File: src/rtl/line_wr_ctrl.sv
// Write-side controller for a ping-pong line buffer pair: fills one buffer per line, then releases it.
// Optional saturating stall counter is enabled by defining LINE_WR_STALL_CNT_EN.
module line_wr_ctrl #(
  parameter int unsigned DATA_W   = 8,
  parameter int unsigned LINE_LEN = 640,
  parameter int unsigned ADDR_W   = 10
) (
  input  logic              clk,
  input  logic              rst,
  input  logic              in_valid,
  input  logic [DATA_W-1:0] in_data,
  output logic              in_ready,
  input  logic [1:0]        buf_flag,
  output logic              wr_en,
  output logic              wr_sel,
  output logic [ADDR_W-1:0] wr_addr,
  output logic [DATA_W-1:0] wr_data,
  output logic [1:0]        wr_rls
`ifdef LINE_WR_STALL_CNT_EN
  ,
  output logic [15:0]       stall_cnt
`endif
);

  typedef enum logic [1:0] {
    WAIT  = 2'd0,
    WRITE = 2'd1,
    REL   = 2'd2
  } state_t;

  localparam logic [ADDR_W-1:0] LAST_ADDR = ADDR_W'(LINE_LEN - 1);

  state_t            state;
  state_t            state_nxt;
  logic              sel;
  logic [ADDR_W-1:0] addr;
  logic              xfer;
  logic              last_word;

  assign xfer      = in_valid && in_ready;
  assign last_word = (addr == LAST_ADDR);

  always_ff @(posedge clk or posedge rst) begin
    if (rst) begin
      state <= WAIT;
    end else begin
      state <= state_nxt;
    end
  end

  always_comb begin
    state_nxt = state;
    case (state)
      WAIT:    if (!buf_flag[sel]) state_nxt = WRITE;
      WRITE:   if (xfer && last_word) state_nxt = REL;
      REL:     state_nxt = WAIT;
      default: state_nxt = WAIT;
    endcase
  end

  always_comb begin
    in_ready = 1'b0;
    if (state == WRITE) in_ready = 1'b1;
  end

  // Buffer select flips in REL so WAIT always checks the buffer about to be written.
  always_ff @(posedge clk or posedge rst) begin
    if (rst) begin
      sel     <= 1'b0;
      addr    <= '0;
      wr_en   <= 1'b0;
      wr_sel  <= 1'b0;
      wr_addr <= '0;
      wr_data <= '0;
      wr_rls  <= '0;
    end else begin
      wr_en  <= xfer;
      wr_rls <= '0;
      if (xfer) begin
        wr_sel  <= sel;
        wr_addr <= addr;
        wr_data <= in_data;
        addr    <= last_word ? '0 : addr + 1'b1;
      end
      if (state == REL) begin
        wr_rls <= 2'b01 << sel;
        sel    <= ~sel;
      end
    end
  end

`ifdef LINE_WR_STALL_CNT_EN
  always_ff @(posedge clk or posedge rst) begin
    if (rst) begin
      stall_cnt <= '0;
    end else if (state == WAIT && buf_flag[sel] && stall_cnt != '1) begin
      stall_cnt <= stall_cnt + 16'd1;
    end
  end
`endif

endmodule

File: config.mk
export PLATFORM = sky130hd
export DESIGN_NAME = line_wr_ctrl
export DESIGN_NICKNAME = d
export VERILOG_FILES = /design/src/rtl/line_wr_ctrl.sv
export SDC_FILE = /design/constraint.sdc
export NUM_CORES = 1
export LEC_CHECK = 0
export ABC_AREA = 1
export BUFFER_PORTS_ARGS = -buffer_cell sky130_fd_sc_hd__buf_2
export CELL_PAD_IN_SITES_DETAIL_PLACEMENT = 0
export CELL_PAD_IN_SITES_GLOBAL_PLACEMENT = 1
export CORE_MARGIN = 4
export CORE_UTILIZATION = 38
export CTS_BUF_LIST = sky130_fd_sc_hd__clkbuf_16
export CTS_CLUSTER_SIZE = 8
export DETAILED_ROUTE_END_ITERATION = 8
export MAX_ROUTING_LAYER = met4
export PLACE_DENSITY = 0.76
export SYNTH_ARGS = -nofsm -noshare
export SYNTH_HDL_FRONTEND = slang
export SYNTH_SLANG_ARGS = --single-unit
export TNS_END_PERCENT = 30
File: constraint.sdc
create_clock -name clk -period 1.6 [get_ports clk]
set_input_delay 0.08 -clock clk [delete_from_list [all_inputs] [get_ports clk]]
set_output_delay 0.08 -clock clk [all_outputs]
set_load 0.02 [all_outputs]
==> flow_summary.ini, run 1 <==
[status]
status = finished clean

[setup_path]
crit_required_ns = 1.75
crit_buf_inv = 0
cp_cell_sequence = ha_1, nand3_1, nor2_1, nand2_1, nor3_1, a21oi_1
end_kind = register
ff2ff_setup_slack_ns = 0.29
timing.rr.start = addr[1]
cp_max_fo = 3
r2r_cells = 6
slowest_delay_ns = 0.37
cp_top_family = simple AND/OR/NAND/NOR gates
crit_path_top_delay_cell = dfrtp_1
crit_path_start_kind = register
arrival_ns = 1.46
r2r_end = addr[8]
critical_path_class = register to register

[pwr]
intPower_mw = 1.894
power_switching_mw = 0.9331
power_per_cell_area_nw_per_um2 = 1523
switching_share_pct = 33.00
p_seq_share_pct = 43.6
p_comb_share_pct = 25.3
power_leakage_nw = 1.048
clkPwrFrac_pct = 31.1
ir_drop_v = 0.0006580

[timing]
setup-tns-final_ns = 0
setup_viol = 0
timing.final.max_slew_violations = 0
period_needed_ns = 1.309
fmax_mhz = 763.8
rsz0062_at_grt = no
max-slew-margin-rel_pct = 70.65
skew_ns = 0.0009281
timing.final.crit_share_pct = 81.83
tightest_slew_ns = 0.4402
hold_viol = 0

[grt]
track_usage_pct = 13.11
grt_max_degree = 36
grt_pass1_vias = 1136
gr-total-overflow = 0
grt_pass1_wl_um = 5050
grt_antenna_before_repair = 0

[cells_and_area]
n_antenna_cell = 0
fin_area_um2 = 1857
nNetsFinal = 221
drive_gt1_share_pct = 24.52
fillCellCount = 356
layout.cells.non_filler = 256
area_growth_pct = 26.41

[synth]
synth-seq-area-share_pct = 59.63
syn_area_um2 = 1469
synth_fp_nets = 178
syn_avg_cell_area_um2 = 8.957
async_flop_share_pct = 100.0
synth_commonest_cells = nand2_1, dfrtp_1, inv_1
netlist_top_cells_area = dfrtp_1, nand2_1, inv_1
synth.distinct_cells = 19
synth_edf_count = 0
synth_area_leader_cell = dfrtp_1
synth_flop_cell = dfrtp_1
synth_seq_cells = 35
ys_warn_count = 0
synthCells = 164
yosysTopAreaCellShare_pct = 59.63
synth_most_common_cell = nand2_1

[placement]
place_congestion = 0.8429
place_inst = 247
placed_area_um2 = 1709
dp_hpwl_um = 2202
port_buffers = 35

[clocking]
cts_tree = yes
htree_levels = 2
clock_sinks = 35
cts_root_buf = clkbuf_16
cts_buffers = 5
post_cts_resized = 0
postCtsSetupBuffers = 0
cts_buffer_depth = 2
clk_pin_slew_ns = 0.05
clkLatencyLatePin_ns = 0.27

[floorplan]
ios = 36
die_height_um = 70.18
start_util_pct = 39.82
die_w_um = 70.18
dieArea_um2 = 4925
coreArea_um2 = 3689
num_rows = 22

[drt]
first_iter_violations = 37
wire_per_inst_um = 11.59
drt-total-wl_um = 2966
via_count = 1165
drtAntennaViolNets = 0
vias_per_cell = 4.551
first_pass_iters = 4
drcViolationCount = 0

[hold_path]
hp-class = primary input to register
whs_endpoint = wr_data[6]
min_from = in_data[6]
whs_path_depth = 3

[flow_run]
drv_cap = 0
==> sequential cells by signal, summed over array words and instances (netlist names) <==
register and cells:
wr_data 8, wr_sel 1, wr_rls 2, wr_en 1, addr 10, state 2, wr_addr 10, sel 1
==> timing repair <==
action | CTS | global route
hold buffers | 1 | 0
endpoints found under the setup margin | 0 | 0
endpoints found under the hold margin | 35 | 0
==> worst min-delay path, stage by stage <==
cell and delay (ns):
buf_2 0.07, nand2_1 0.04, nand2_1 0.04
==> per-layer routing <==
metal	wire [um]	track usage [%]
met5	0	-
met4	26	5.319
met3	236	4.748
met2	1311	19.31
met1	1392	16.35
==> worst max-delay path by stage <==
stage / start / endpoint / slack [ns] / depth (start not counted)
3_3_place_gp: addr[7] / addr[5] / 0.31 / 6
5_1_grt: addr[1] / addr[8] / 0.07 / 6
3_5_place_dp: addr[0] / addr[3] / 0.28 / 6
4_1_cts: addr[0] / addr[3] / 0.26 / 6
6_report: addr[1] / addr[8] / 0.29 / 6
2_1_floorplan: addr[0] / addr[8] / 0.42 / 6
==> per-stage QoR <==
stage | utilization [%] | power [mW] | hold slack, ns | setup slack, ns
global route | 50.34 | 3.004 | 0.02400 | 0.07370
detailed placement | 46.34 | 1.968 | 0.2026 | 0.2790
global placement | 46.34 | 1.943 | 0.1952 | 0.3140
CTS | 50.34 | 2.872 | 0.0007519 | 0.2602
floorplan | - | 1.724 | 0.1896 | 0.4241
finish | 50.34 | 2.827 | 0.005249 | 0.2907
==> logic make-up (layout without fill, tap and decap cells) <==
group | after synthesis | count (layout) | share of synthesized area, %
simple gates | 82 | 82 | 24.19
flops | 35 | 35 | 59.63
buf+inv | 27 | 71 | 7.581
compound gates | 14 | 14 | 4.770
xor+xnor | 5 | 5 | 2.981
fa+ha+maj | 1 | 1 | 0.8517
==> placed cells by master (no fill, tap or decap) <==
cell           instances
a21oi_1                4
buf_2                 35
buf_4                  4
clkbuf_16              5
clkinv_2               1
dfrtp_1               35
dlygate4sd3_1          1
ha_1                   1
inv_1                 23
inv_2                  2
nand2_1               56
nand2_2                1
nand3_1                4
nand3_2                1
nand4_1                6
nor2_1                 9
nor2_4                 2
nor3_1                 3
o21ai_0               10
xnor2_1                1
xor2_1                 4
==> power groups by stage <==
stage	logic [mW]	registers (mW)	clock network (mW)
2_1_floorplan	0.365	1.36	0
6_report	0.715	1.23	0.878
3_3_place_gp	0.706	1.24	0
4_1_cts	0.726	1.23	0.913
5_1_grt	0.804	1.26	0.940
3_5_place_dp	0.722	1.25	0
==> area by class of cell <==
class / count / area [um2] / share of cell area (%)
Inverter: 23 / 86.33 / 4.650
Timing Repair Buffer: 40 / 215.2 / 11.59
Multi-Input combinational cell: 102 / 481.7 / 25.94
Clock buffer: 5 / 125.1 / 6.739
Sequential cell: 35 / 875.8 / 47.17
Clock inverter: 3 / 12.51 / 0.6739
Tap cell: 48 / 60.06 / 3.235
(Power assumes the default switching activity.)
==> run 2, diff against run 1 <==
- clock period: 1.6 -> 1.4 ns (I/O delays scaled with it)
==> run 2 against run 1 <==
Worst hold slack improved by 0.0048 ns; critical path depth did not move; combinational power rose by 17%; maximum frequency fell by 1.2%; final cell count rose by 2.3%; die area did not move; via count rose by 1.4%; sequential cell count did not move; first-iteration DRC count fell by 5.4%; clock skew rose by 0.0032 ns; register-to-register slack got worse by 0.22 ns; largest power group unchanged.
==> flow_summary.ini, run 2 (synthesis results as in run 1) <==
[cells_and_area]
mostFrequentLayoutCells = nand2_1, dfrtp_1, buf_2, inv_1, o21ai_0
area_growth_pct = 30.92
fin_area_um2 = 1923
post-route-util_pct = 52.14
drive_gt1_share_pct = 24.77
n_antenna_cell = 0
final_common_cell = nand2_1
fillCellCount = 345
nNetsFinal = 228
reg_top3 = addr x10, wr_addr x10, wr_data x8

[clocking]
clkLatencyLatePin_ns = 0.27
htree_levels = 2
clock_sinks = 35
cts_root_buf = clkbuf_16
clk_pin_slew_ns = 0.05
cts_buffers = 5
cts_buffer_depth = 2
cts_tree = yes

[grt]
grt_pass1_vias = 1180
grt_antenna_before_repair = 0
track_usage_pct = 14.08
grt_pass1_wl_um = 5230
grt_max_degree = 36
gr-total-overflow = 0

[timing]
timing.final.crit_share_pct = 94.63
max-slew-margin-rel_pct = 71.13
timing.final.max_slew_violations = 0
setup_ws_ns = 0.07522
hold_viol = 0
period_needed_ns = 1.325
tightest_slew_ns = 0.4330
skew_ns = 0.004165
fmax_mhz = 754.8
setup-tns-final_ns = 0
whs_ns = 0.01002
rsz0062_at_grt = yes
setup_viol = 0

[floorplan]
coreArea_um2 = 3689
num_rows = 22
ios = 36
die_height_um = 70.18
dieArea_um2 = 4925
start_util_pct = 39.82
die_w_um = 70.18

[pwr]
power_leakage_nw = 1.068
ir_drop_v = 0.0008356
power_per_cell_area_nw_per_um2 = 1698

[setup_path]
slowest_delay_ns = 0.36
crit_path_start_kind = register
crit_required_ns = 1.56
critical_path_class = register to register
crit_buf_inv = 0
cp_max_fo = 3
cp_top_family = simple AND/OR/NAND/NOR gates
end_kind = register
arrival_ns = 1.48
r2r_cells = 6
crit_path_top_delay_cell = dfrtp_1
cp_cell_sequence = ha_1, nand3_1, nor2_2, nand2_1, nor3_1, a21oi_1
path_depth = 6

[drt]
drtAntennaViolNets = 0
vias_per_cell = 4.508
via_count = 1181
drcViolationCount = 0
wire_per_inst_um = 12.02
first_iter_violations = 35
drt-total-wl_um = 3148
first_pass_iters = 4

[placement]
dp_hpwl_um = 2194
placed_area_um2 = 1709
dp_slack_ns = 0.06968
port_buffers = 35
place_congestion = 0.8880

[status]
status = finished clean

[hold_path]
whs_path_depth = 3
hp-class = primary input to register

[flow_run]
drv_cap = 0
==> run 2: power breakdown <==
part / switching (mW) / internal [mW]
Clock: 0.376 / 0.638
Combinational: 0.544 / 0.293
Sequential: 0.174 / 1.24
==> run 2: worst min-delay path, cell delays in order <==
cell     delay [ns]
buf_2          0.07
nand2_1        0.04
nand2_1        0.06
==> run 2: timing repair <==
item / in CTS / in global routing
gates resized for setup: 0 / 1
hold buffers: 7 / 0
endpoints found under the hold margin: 41 / 0
setup endpoints to repair: 0 / 5
buffers inserted: 0 / 1
==> run 2: final cells by class <==
cell class              instances  area (um2)  area share, %
clock buffers                   5       125.1          6.506
clock inverters                 2       8.758         0.4554
inverters                      23       86.33          4.489
multi-input cells             102       484.2          25.18
flip-flops and latches         35       875.8          45.54
well taps                      48       60.06          3.123
repair buffers                 47       282.8          14.70
==> run 2: metal layers <==
layer / vias up / part of all wire (%) / global-route usage [%]
li1: 606 / - / -
met1: 537 / 46 / 16.85
met2: 30 / 46 / 21.20
met3: 8 / 5.9 / 4.317
met4: 0 / 2.2 / 7.660
met5: - / 0 / -
==> run 2: worst paths after layout <==
kind	from	endpoint	slack (ns)
max reg2reg	addr[0]	addr[8]	0.08
min in group asynchronous	rst	wr_data[1]	0.43
max in group asynchronous	rst	wr_addr[4]	0.66
max	addr[0]	addr[8]	0.08
min	in_data[3]	wr_data[3]	0.01
min reg2reg	sel	wr_rls[0]	0.46
==> run 2: metrics by stage <==
stage | total power, mW | instances
after floorplan | 1.970 | 164
after global placement | 2.223 | 247
after detailed placement | 2.252 | 247
after CTS | 3.298 | 261
after global routing | 3.463 | 262
final | 3.265 | 262
==> run 3, diff against run 2 <==
- ABC_AREA: 1 -> not set
- CORE_UTILIZATION: 38 -> 39
==> run 3 against run 2 <==
Wire length fell by 1.5%; sequential cell count is the same; synthesized cell count is 10% lower; area after synthesis increased by 0.94%; sequential share of layout area shrank 0.84 points; non-clock buffer count grew 2; design area grew 1.9%; critical path depth fell by 1; total power fell by 12%; clock power about the same; largest power group unchanged; final cell count down 6.5%; first-iteration DRC count rose by 29%.
==> flow_summary.ini, run 3 <==
[clocking]
htree_levels = 2
cts_buffer_depth = 2
cts_buffers = 5
cts_tree = yes
clkLatencyLatePin_ns = 0.27
clock_sinks = 35
clk_pin_slew_ns = 0.05
cts_root_buf = clkbuf_16

[cells_and_area]
fin_area_um2 = 1959
final_common_cell = nand2_1
n_antenna_cell = 0
drive_gt1_share_pct = 29.44
nNetsFinal = 212
area_growth_pct = 32.15
reg_top3 = addr x10, wr_addr x10, wr_data x8
layout.cells.non_filler = 245
mostFrequentLayoutCells = nand2_1, dfrtp_1, buf_2, inv_1, buf_4

[grt]
grt_max_degree = 36
grt_pass1_wl_um = 5671
grt_pass1_vias = 1240
track_usage_pct = 14.74
grt_antenna_before_repair = 0
gr-total-overflow = 0

[drt]
drcViolationCount = 0
wire_per_inst_um = 12.65
drt-total-wl_um = 3100
first_pass_iters = 4
drtAntennaViolNets = 0
vias_per_cell = 4.829
first_iter_violations = 45
via_count = 1183

[synth]
synthCells = 147
synth_area_leader_cell = dfrtp_1
ys_warn_count = 0
synth_edf_count = 0
yosysTopAreaCellShare_pct = 59.07
synth_fp_nets = 161
synth-seq-area-share_pct = 59.07
synth_seq_cells = 35
async_flop_share_pct = 100.0
synth_flop_cell = dfrtp_1
synth.distinct_cells = 31
syn_area_um2 = 1483
syn_avg_cell_area_um2 = 10.09
netlist_top_cells_area = dfrtp_1, nand2_1, o21ai_0
synth_most_common_cell = nand2_1
synth_commonest_cells = nand2_1, dfrtp_1, inv_1, o21ai_0, a21oi_1

[timing]
hold_viol = 0
setup_viol = 0
max-slew-margin-rel_pct = 70.86
fmax_mhz = 755.4
tightest_slew_ns = 0.4371
timing.final.crit_share_pct = 94.55
period_needed_ns = 1.324
skew_ns = 0.005711
timing.final.max_slew_violations = 0
whs_ns = 0.002521

[floorplan]
num_rows = 22
coreArea_um2 = 3661
start_util_pct = 40.50
dieArea_um2 = 4853
die_w_um = 69.66
die_height_um = 69.66
ios = 36

[setup_path]
arrival_ns = 1.47
end_kind = register
timing.rr.start = addr[1]
r2r_end = addr[7]
ff2ff_setup_slack_ns = 0.08
cp_max_fo = 6
crit_required_ns = 1.55
critical_path_class = register to register
critPathLaunch = addr[1]
r2r_cells = 5
crit_path_start_kind = register
cp-endpoint = addr[7]

[placement]
place_inst = 231
port_buffers = 35
dp_hpwl_um = 2165
placed_area_um2 = 1732
place_congestion = 0.8255

[pwr]
ir_drop_v = 0.0007181
power_per_cell_area_nw_per_um2 = 1467
power_leakage_nw = 0.9999

[flow_run]
drv_cap = 0

[hold_path]
hp-class = primary input to register

[status]
status = finished clean
[run 3: cell types whose count changed after synthesis, moves of 2 or more]
cell / previous run / this run
xnor2_1: 1 / 3
nor3_1: 3 / 0
nand4b_1: 0 / 2
nor2_4: 2 / 0
o31ai_1: 0 / 2
nor2_1: 9 / 3
inv_1: 21 / 7
o21ai_0: 10 / 7
xor2_1: 4 / 2
nand4_1: 6 / 2
and4_1: 0 / 2
[run 3: critical path: stages (launching register included)]
cell,delay (ns)
dfrtp_1,0.35
ha_2,0.22
nand4_4,0.16
nor4_4,0.24
buf_4,0.18
a21oi_1,0.05
[run 3: area by class of cell]
type | count | area (um2)
clock buffer | 5 | 125.1
clock inverter | 1 | 3.754
fill | 344 | 1702
inverter | 8 | 30.03
multi-input combinational | 99 | 569.3
sequential | 35 | 875.8
tap | 48 | 60.06
timing repair buffer | 49 | 295.3
[run 3: through the flow]
stage / total power [mW] / setup slack [ns] / util [%] / TNS [ns]
floorplan: 1.668 / 0.1434 / - / 0
global placement: 1.859 / 0.04259 / 47.30 / 0
detailed placement: 1.873 / -0.004083 / 47.30 / -0.004083
CTS: 2.892 / 0.008414 / 52.60 / 0
global route: 3.050 / -0.01776 / 53.52 / -0.01776
finish: 2.874 / 0.07627 / 53.52 / 0
[run 3: repair_timing]
item,4_1_cts,5_1_grt
hold endpoints to repair,40,0
resized for setup,1,3
setup buffers,0,2
pin swaps,0,1
endpoints found under the setup margin,2,8
hold buffers,6,0
[run 3: how the worst min path moves through the flow]
| stage | from | to | slack (ns) | depth (start not counted) |
|---|---|---|---|---|
| after global placement | rst | wr_addr[2] | 0.19 | 3 |
| after CTS | in_data[7] | wr_data[7] | 0.001 | 3 |
| after floorplan | in_data[0] | wr_data[0] | 0.18 | 2 |
| final | in_data[7] | wr_data[7] | 0.003 | 3 |
| after global routing | in_data[7] | wr_data[7] | 0.005 | 3 |
| after detailed placement | rst | wr_addr[4] | 0.19 | 3 |
[run 3: power breakdown]
part / total [mW] / switching (mW) / internal (mW)
clock: 0.985 / 0.355 / 0.630
combinational: 0.564 / 0.343 / 0.221
sequential: 1.32 / 0.155 / 1.17
total: 2.87 / 0.853 / 2.02
[run 3: metal layers]
layer | track usage (%) | up-vias | part of all wire, %
li1 | - | 586 | -
met1 | 18.06 | 566 | 46
met2 | 23.20 | 26 | 47
met3 | 4.058 | 5 | 6.0
met4 | 5.745 | 0 | 1.4
met5 | - | - | 0
[run 3: cell families after synthesis]
family	Yosys count	share of synthesized area (%)
simple gates	76	26.08
xor+xnor	5	2.954
compound gates	16	6.244
buf+inv	13	4.134
mux	1	0.6751
flops	35	59.07
fa+ha+maj	1	0.8437
